**config.mk**
```make
export PLATFORM = sky130hd
export DESIGN_NAME = axi_read_return
export DESIGN_NICKNAME = d
export VERILOG_FILES = /design/src/rtl/axi_read_return_pkg.sv /design/src/rtl/rr_sync_fifo.sv /design/src/rtl/axi_read_return.sv
export VERILOG_INCLUDE_DIRS = /design/src /design/src/rtl
export SDC_FILE = /design/constraint.sdc
export NUM_CORES = 1
export LEC_CHECK = 0
export CELL_PAD_IN_SITES_DETAIL_PLACEMENT = 1
export CELL_PAD_IN_SITES_GLOBAL_PLACEMENT = 1
export CORE_MARGIN = 4
export CORE_UTILIZATION = 39
export DETAILED_ROUTE_END_ITERATION = 6
export GPL_TIMING_DRIVEN = 1
export MAX_ROUTING_LAYER = met4
export PLACE_DENSITY = 0.68
export RECOVER_POWER = 50
export SYNTH_ARGS = -nofsm -noshare
export SYNTH_HDL_FRONTEND = slang
export SYNTH_SLANG_ARGS = --single-unit
export TNS_END_PERCENT = 50
```
**constraint.sdc**
```tcl
create_clock -name CLK -period 6 [get_ports CLK]
set_clock_uncertainty 0.15 [all_clocks]
set_input_delay 0.6 -clock CLK [delete_from_list [all_inputs] [get_ports CLK]]
set_output_delay 0.6 -clock CLK [all_outputs]
set_load 0.005 [all_outputs]
```
**src/rtl/axi_bus_defines.svh**
```systemverilog
// rtl/axi_bus_defines.svh - shared AXI bus field widths and response codes
`ifndef AXI_BUS_DEFINES_SVH
`define AXI_BUS_DEFINES_SVH

`define AXI_ID_BITS   4
`define AXI_RESP_BITS 2
`define RESP_OKAY     2'b00
`define RESP_SLVERR   2'b10

`endif

```
**src/rtl/axi_read_return_pkg.sv**
```systemverilog
// rtl/axi_read_return_pkg.sv - widths and response codes for the read-return path
`include "axi_bus_defines.svh"

package axi_read_return_pkg;

    localparam int ID_BITS   = `AXI_ID_BITS;
    localparam int RESP_BITS = `AXI_RESP_BITS;

    localparam logic [RESP_BITS-1:0] RESP_OKAY   = `RESP_OKAY;
    localparam logic [RESP_BITS-1:0] RESP_SLVERR = `RESP_SLVERR;

    function automatic logic [RESP_BITS-1:0] resp_of(input logic err);
        return err ? RESP_SLVERR : RESP_OKAY;
    endfunction

endpackage

```
**src/rtl/rr_sync_fifo.sv**
```systemverilog
// rtl/rr_sync_fifo.sv - synchronous FIFO with combinational head and full/empty flags
module rr_sync_fifo #(
    parameter int width = 8,
    parameter int depth = 4
) (
    input  logic             clk,
    input  logic             resetn,
    input  logic             push,
    input  logic [width-1:0] push_data,
    input  logic             pop,
    output logic [width-1:0] head,
    output logic             full,
    output logic             empty
);
    localparam int AW = $clog2(depth);
    localparam int CW = AW + 1;
    localparam logic [CW-1:0] full_level = CW'(depth);

    logic [width-1:0] mem [depth];
    logic [AW-1:0]    wr_ptr;
    logic [AW-1:0]    rd_ptr;
    logic [CW-1:0]    count;
    logic             do_push;
    logic             do_pop;

    assign full    = (count == full_level);
    assign empty   = (count == '0);
    assign do_pop  = pop & ~empty;
    // A pop frees the slot in the same cycle, so push-while-full is legal alongside it.
    assign do_push = push & (~full | do_pop);
    assign head    = mem[rd_ptr];

    always_ff @(posedge clk) begin
        if (do_push) begin
            mem[wr_ptr] <= push_data;
        end
    end

    always_ff @(posedge clk) begin
        if (!resetn) begin
            wr_ptr <= '0;
            rd_ptr <= '0;
            count  <= '0;
        end else begin
            if (do_push) begin
                wr_ptr <= wr_ptr + AW'(1);
            end
            if (do_pop) begin
                rd_ptr <= rd_ptr + AW'(1);
            end
            case ({do_push, do_pop})
                2'b10:   count <= count + CW'(1);
                2'b01:   count <= count - CW'(1);
                default: ;
            endcase
        end
    end

endmodule

```
**src/rtl/axi_read_return.sv**
```systemverilog
// rtl/axi_read_return.sv - pairs per-beat tags with in-order peripheral data onto the AXI R channel
// Optional AXI_RRESP_ERR_EN adds P_ERR, stored per beat and returned as SLVERR on R_RESP.
module axi_read_return
    import axi_read_return_pkg::*;
#(
    parameter int masters = 4,
    parameter int dwidth  = 128,
    parameter int depth   = 4
) (
    input  logic                 CLK,
    input  logic                 RESETN,
    input  logic [masters-1:0]   T_MASTER,
    input  logic [ID_BITS-1:0]   T_ID,
    input  logic                 T_LAST,
    input  logic                 T_VALID,
    output logic                 T_READY,
    input  logic [dwidth-1:0]    P_DATA,
    input  logic                 P_VALID,
`ifdef AXI_RRESP_ERR_EN
    input  logic                 P_ERR,
`endif
    output logic [masters-1:0]   R_MASTER,
    output logic [ID_BITS-1:0]   R_ID,
    output logic [dwidth-1:0]    R_DATA,
    output logic [RESP_BITS-1:0] R_RESP,
    output logic                 R_LAST,
    output logic                 R_VALID,
    input  logic                 R_READY,
    output logic                 PROTO_ERR
);
    localparam int CW = $clog2(depth) + 1;
    localparam int TW = masters + ID_BITS + 1;
`ifdef AXI_RRESP_ERR_EN
    localparam int DW = dwidth + 1;
`else
    localparam int DW = dwidth;
`endif
    localparam logic [CW-1:0] full_level = CW'(depth);

    logic [CW-1:0] credit;
    logic [CW-1:0] pending;
    logic          tag_hs;
    logic          r_hs;
    logic          data_push;
    logic          tag_full;
    logic          tag_empty;
    logic          data_full;
    logic          data_empty;
    logic [TW-1:0] tag_head;
    logic [DW-1:0] data_in;
    logic [DW-1:0] data_head;

    // Credits cover beats in flight plus buffered, so the unthrottled data side never overflows.
    assign T_READY   = RESETN & (credit < full_level) & ~tag_full;
    assign tag_hs    = T_VALID & T_READY;
    assign R_VALID   = ~data_empty & ~tag_empty;
    assign r_hs      = R_VALID & R_READY;
    assign data_push = P_VALID & (pending != '0) & ~data_full;

`ifdef AXI_RRESP_ERR_EN
    assign data_in = {P_ERR, P_DATA};
    assign R_DATA  = data_head[dwidth-1:0];
    assign R_RESP  = resp_of(data_head[dwidth]);
`else
    assign data_in = P_DATA;
    assign R_DATA  = data_head;
    assign R_RESP  = RESP_OKAY;
`endif

    assign {R_MASTER, R_ID, R_LAST} = tag_head;

    rr_sync_fifo #(.width(TW), .depth(depth)) u_tag_fifo (
        .clk       (CLK),
        .resetn    (RESETN),
        .push      (tag_hs),
        .push_data ({T_MASTER, T_ID, T_LAST}),
        .pop       (r_hs),
        .head      (tag_head),
        .full      (tag_full),
        .empty     (tag_empty)
    );

    rr_sync_fifo #(.width(DW), .depth(depth)) u_data_fifo (
        .clk       (CLK),
        .resetn    (RESETN),
        .push      (data_push),
        .push_data (data_in),
        .pop       (r_hs),
        .head      (data_head),
        .full      (data_full),
        .empty     (data_empty)
    );

    always_ff @(posedge CLK) begin
        if (!RESETN) begin
            credit    <= '0;
            pending   <= '0;
            PROTO_ERR <= 1'b0;
        end else begin
            case ({tag_hs, r_hs})
                2'b10:   credit <= credit + CW'(1);
                2'b01:   credit <= credit - CW'(1);
                default: ;
            endcase
            case ({tag_hs, data_push})
                2'b10:   pending <= pending + CW'(1);
                2'b01:   pending <= pending - CW'(1);
                default: ;
            endcase
            // A beat with no outstanding tag cannot be routed; drop it and flag the violation.
            if (P_VALID && pending == '0) begin
                PROTO_ERR <= 1'b1;
            end
        end
    end

endmodule
```
==> flow_summary.toml <==
[cells_and_area]
layout.cells.non_filler = 1945
fin_area_mm2 = 0.0266
utilization_pct = 49.4
drive_above_1_share_pct = 19.0
layout.nets = 1347
area_delta_synth_final_pct = 25.8

[setup_path]
crit_path_start_kind = "primary input"
end_kind = "register"
reg2regPathDepth = 4
worstPathCellList = "dlygate4sd3_1, inv_1, nor4b_1, inv_1, ha_1, inv_1, fa_1, xor2_1, or3_1, a21oi_1"
reg2reg_slack_ns = 2.36
critPathMostFrequentCell = "inv_1"
slowest_delay_ns = 1.24
cp.required_ns = 6.36
worstSetupPathType = "primary input to register"
arrival_ns = 4.24
path_depth = 10
crit_buf_inv = 4
crit_family = "simple AND/OR/NAND/NOR gates"
crit_fanout = 17
cpMaxStageDelayCell = "nor4b_1"

[routing]
ant_nets = 0
drc_errors = 0
drt-total-wl_mm = 46.2
viasPerCell = 5.03
drtPass1Iterations = 5
vias = 9782
wl_per_cell_um = 23.8
drt_iter0_drc = 636

[clock_tree]
path_clk_slew_ns = 0.06
cts_setup_buffers = 0
ctsResizeCount = 0
clk_latency_ns = 0.59
ctsLongestPathBuffers = 3
cts_tree = "done"
h-tree-depth = 2
cts_buffers = 59
cts_hold_buf = 0
root_buffer = "clkbuf_16"
cts_sinks = 573

[placed_design]
post_dp_cell_area_mm2 = 0.0248
gp_congestion = 0.750
pre_cts_ws_ns = 2.20
port_buffers = 281
placedCellCount = 1824
dpl.hpwl_mm = 29.0

[synth]
yosys.area_share.xor_xnor_pct = 0.332
ys_top_cells_by_count = "edfxtp_1, mux4_2, dfxtp_1"
avgSynthCellArea_um2 = 24.4
seq_area_frac_synth_pct = 80.3
synth_most_common_cell = "edfxtp_1"
async_flop_share_pct = 0
synth-simple-area-share_pct = 1.39
synth_edf_count = 548
yosys.area_share.adder_pct = 1.09
synth_top_area_cell = "edfxtp_1"
ys_ff_latch = 573
ys_dominant_reg_cell = "edfxtp_1"
synth_top_family_by_area = "multiplexers"
synthMuxAreaShare_pct = 15.0
synth_compound_area_share_pct = 0.551
yosys-top-cells-area = "edfxtp_1, mux4_2, dfxtp_1, ha_1, buf_4"
yosysWarnings = 0
yosys.cell_types.count = 30
netlist_area_mm2 = 0.0211
syn_inst = 866
yosysTopAreaCellShare_pct = 77.9

[die]
ios = 284
fp.dieW_um = 241
initial_core_util_pct = 39.3
placementRows = 85
core_area_mm2 = 0.0537
chipHeight_um = 241
dieArea_mm2 = 0.0579

[power]
powerDensity_mw_per_mm2 = 369
irDropWorstVdd_uv = 219
finalPower_mw = 9.81
p_leak_nw = 8.25

[timing]
hold_violations = 0
fin_crit_sh_pct = 64.8
fmax_ghz = 0.257
rsz0062_at_grt = "no"
maxSlewViolCount = 0
worst_pin_slew_ns = 1.40
slew_headroom_pct = 5.05
setup_ws_ns = 2.11
period_minus_slack_ns = 3.89
fin_tns_setup_ns = 0
holdWs_ns = 0.340
finalSetupViolations = 0

[grt]
grt_pass1_vias = 10864
grt_pass1_wl_mm = 69.2
antenna_found_initial = 15
track_usage_pct = 16.4
grt_use_met3_pct = 4.55
grt.busiest_layer = "met2"
globalRoute.totalOverflow = 0
use_met1_pct = 21.5
grt_max_degree = 63
grtUsageMet2_pct = 26.3

[worst_hold_path]
whs_path_depth = 2
hold_path_class = "register to register"

[job]
maxCapViolCount = 0

[status]
outcome = "complete, no violations"
## cells in the final DEF, fill, tap and decap left out, types with 12 or more instances in the layout
cell	Yosys	final
nor2_1	14	14
clkinv_2	0	12
diode_2	0	15
edfxtp_1	548	548
clkbuf_16	0	61
mux4_2	137	137
clkbuf_1	3	20
dfxtp_1	25	23
dlygate4sd3_1	0	139
clkdlybuf4s50_1	0	142
ha_1	12	12
inv_1	21	22
## metal layers
layer  routed length, µm  share of wire, %
met5                   0                 0
met4                 738               1.6
met3                3140               6.8
met2               22800                49
met1               19600                42
## sequential cells by signal (all words and copies together) (netlist names), named ones only
name and cells:
u_data_fifo.count 3, u_tag_fifo.count 3, u_data_fifo.wr_ptr 2, u_tag_fifo.rd_ptr 2
u_data_fifo.mem 512, u_tag_fifo.mem 36, pending 3, u_data_fifo.rd_ptr 2
credit 3, PROTO_ERR 1, u_tag_fifo.wr_ptr 2
## final timing paths
path,from,end
worst min register to register,PROTO_ERR$_SDFFE_PN0P_,PROTO_ERR$_SDFFE_PN0P_
worst max-delay path,RESETN,credit[2]$_SDFFE_PN0P_
worst max register to register,u_data_fifo.count[0]$_SDFFE_PN0P_,u_data_fifo.mem[1][10]$_DFFE_PP_
worst min-delay path,PROTO_ERR$_SDFFE_PN0P_,PROTO_ERR$_SDFFE_PN0P_
## cell families after synthesis
| group | after synthesis |
|---|---|
| XOR/XNOR | 8 |
| AO/OA/AOI/OAI | 18 |
| adder cells (fa/ha/maj) | 16 |
| buffers and inverters | 56 |
| other | 1 |
| flip-flops | 573 |
| multiplexers | 145 |
| AND/OR/NAND/NOR | 49 |
## final cells by class
class                           count  area, µm²
Sequential cell                   573      17000
Tap cell                          696        871
Inverter                           22       82.6
Fill cell                        4724      27200
Antenna cell                       15       37.5
Multi-Input combinational cell    238       3840
Clock buffer                       81       1600
Clock inverter                     25        191
Timing Repair Buffer              295       2970
## tightest hold or removal path, delay by kind of cell, from the launching register on
family / cells / cell delay [ns]
AO/OA/AOI/OAI: 1 / 0.04
flip-flops: 1 / 0.33
AND/OR/NAND/NOR: 1 / 0.08
## power breakdown
part | total (mW) | switching, mW | internal (mW) | leakage [nW]
clock | 3.41 | 1.44 | 1.98 | 0.879
combinational | 1.49 | 0.695 | 0.791 | 2.21
sequential | 4.91 | 0.101 | 4.81 | 5.16
total | 9.81 | 2.23 | 7.58 | 8.25
(Power assumes the default switching activity.)
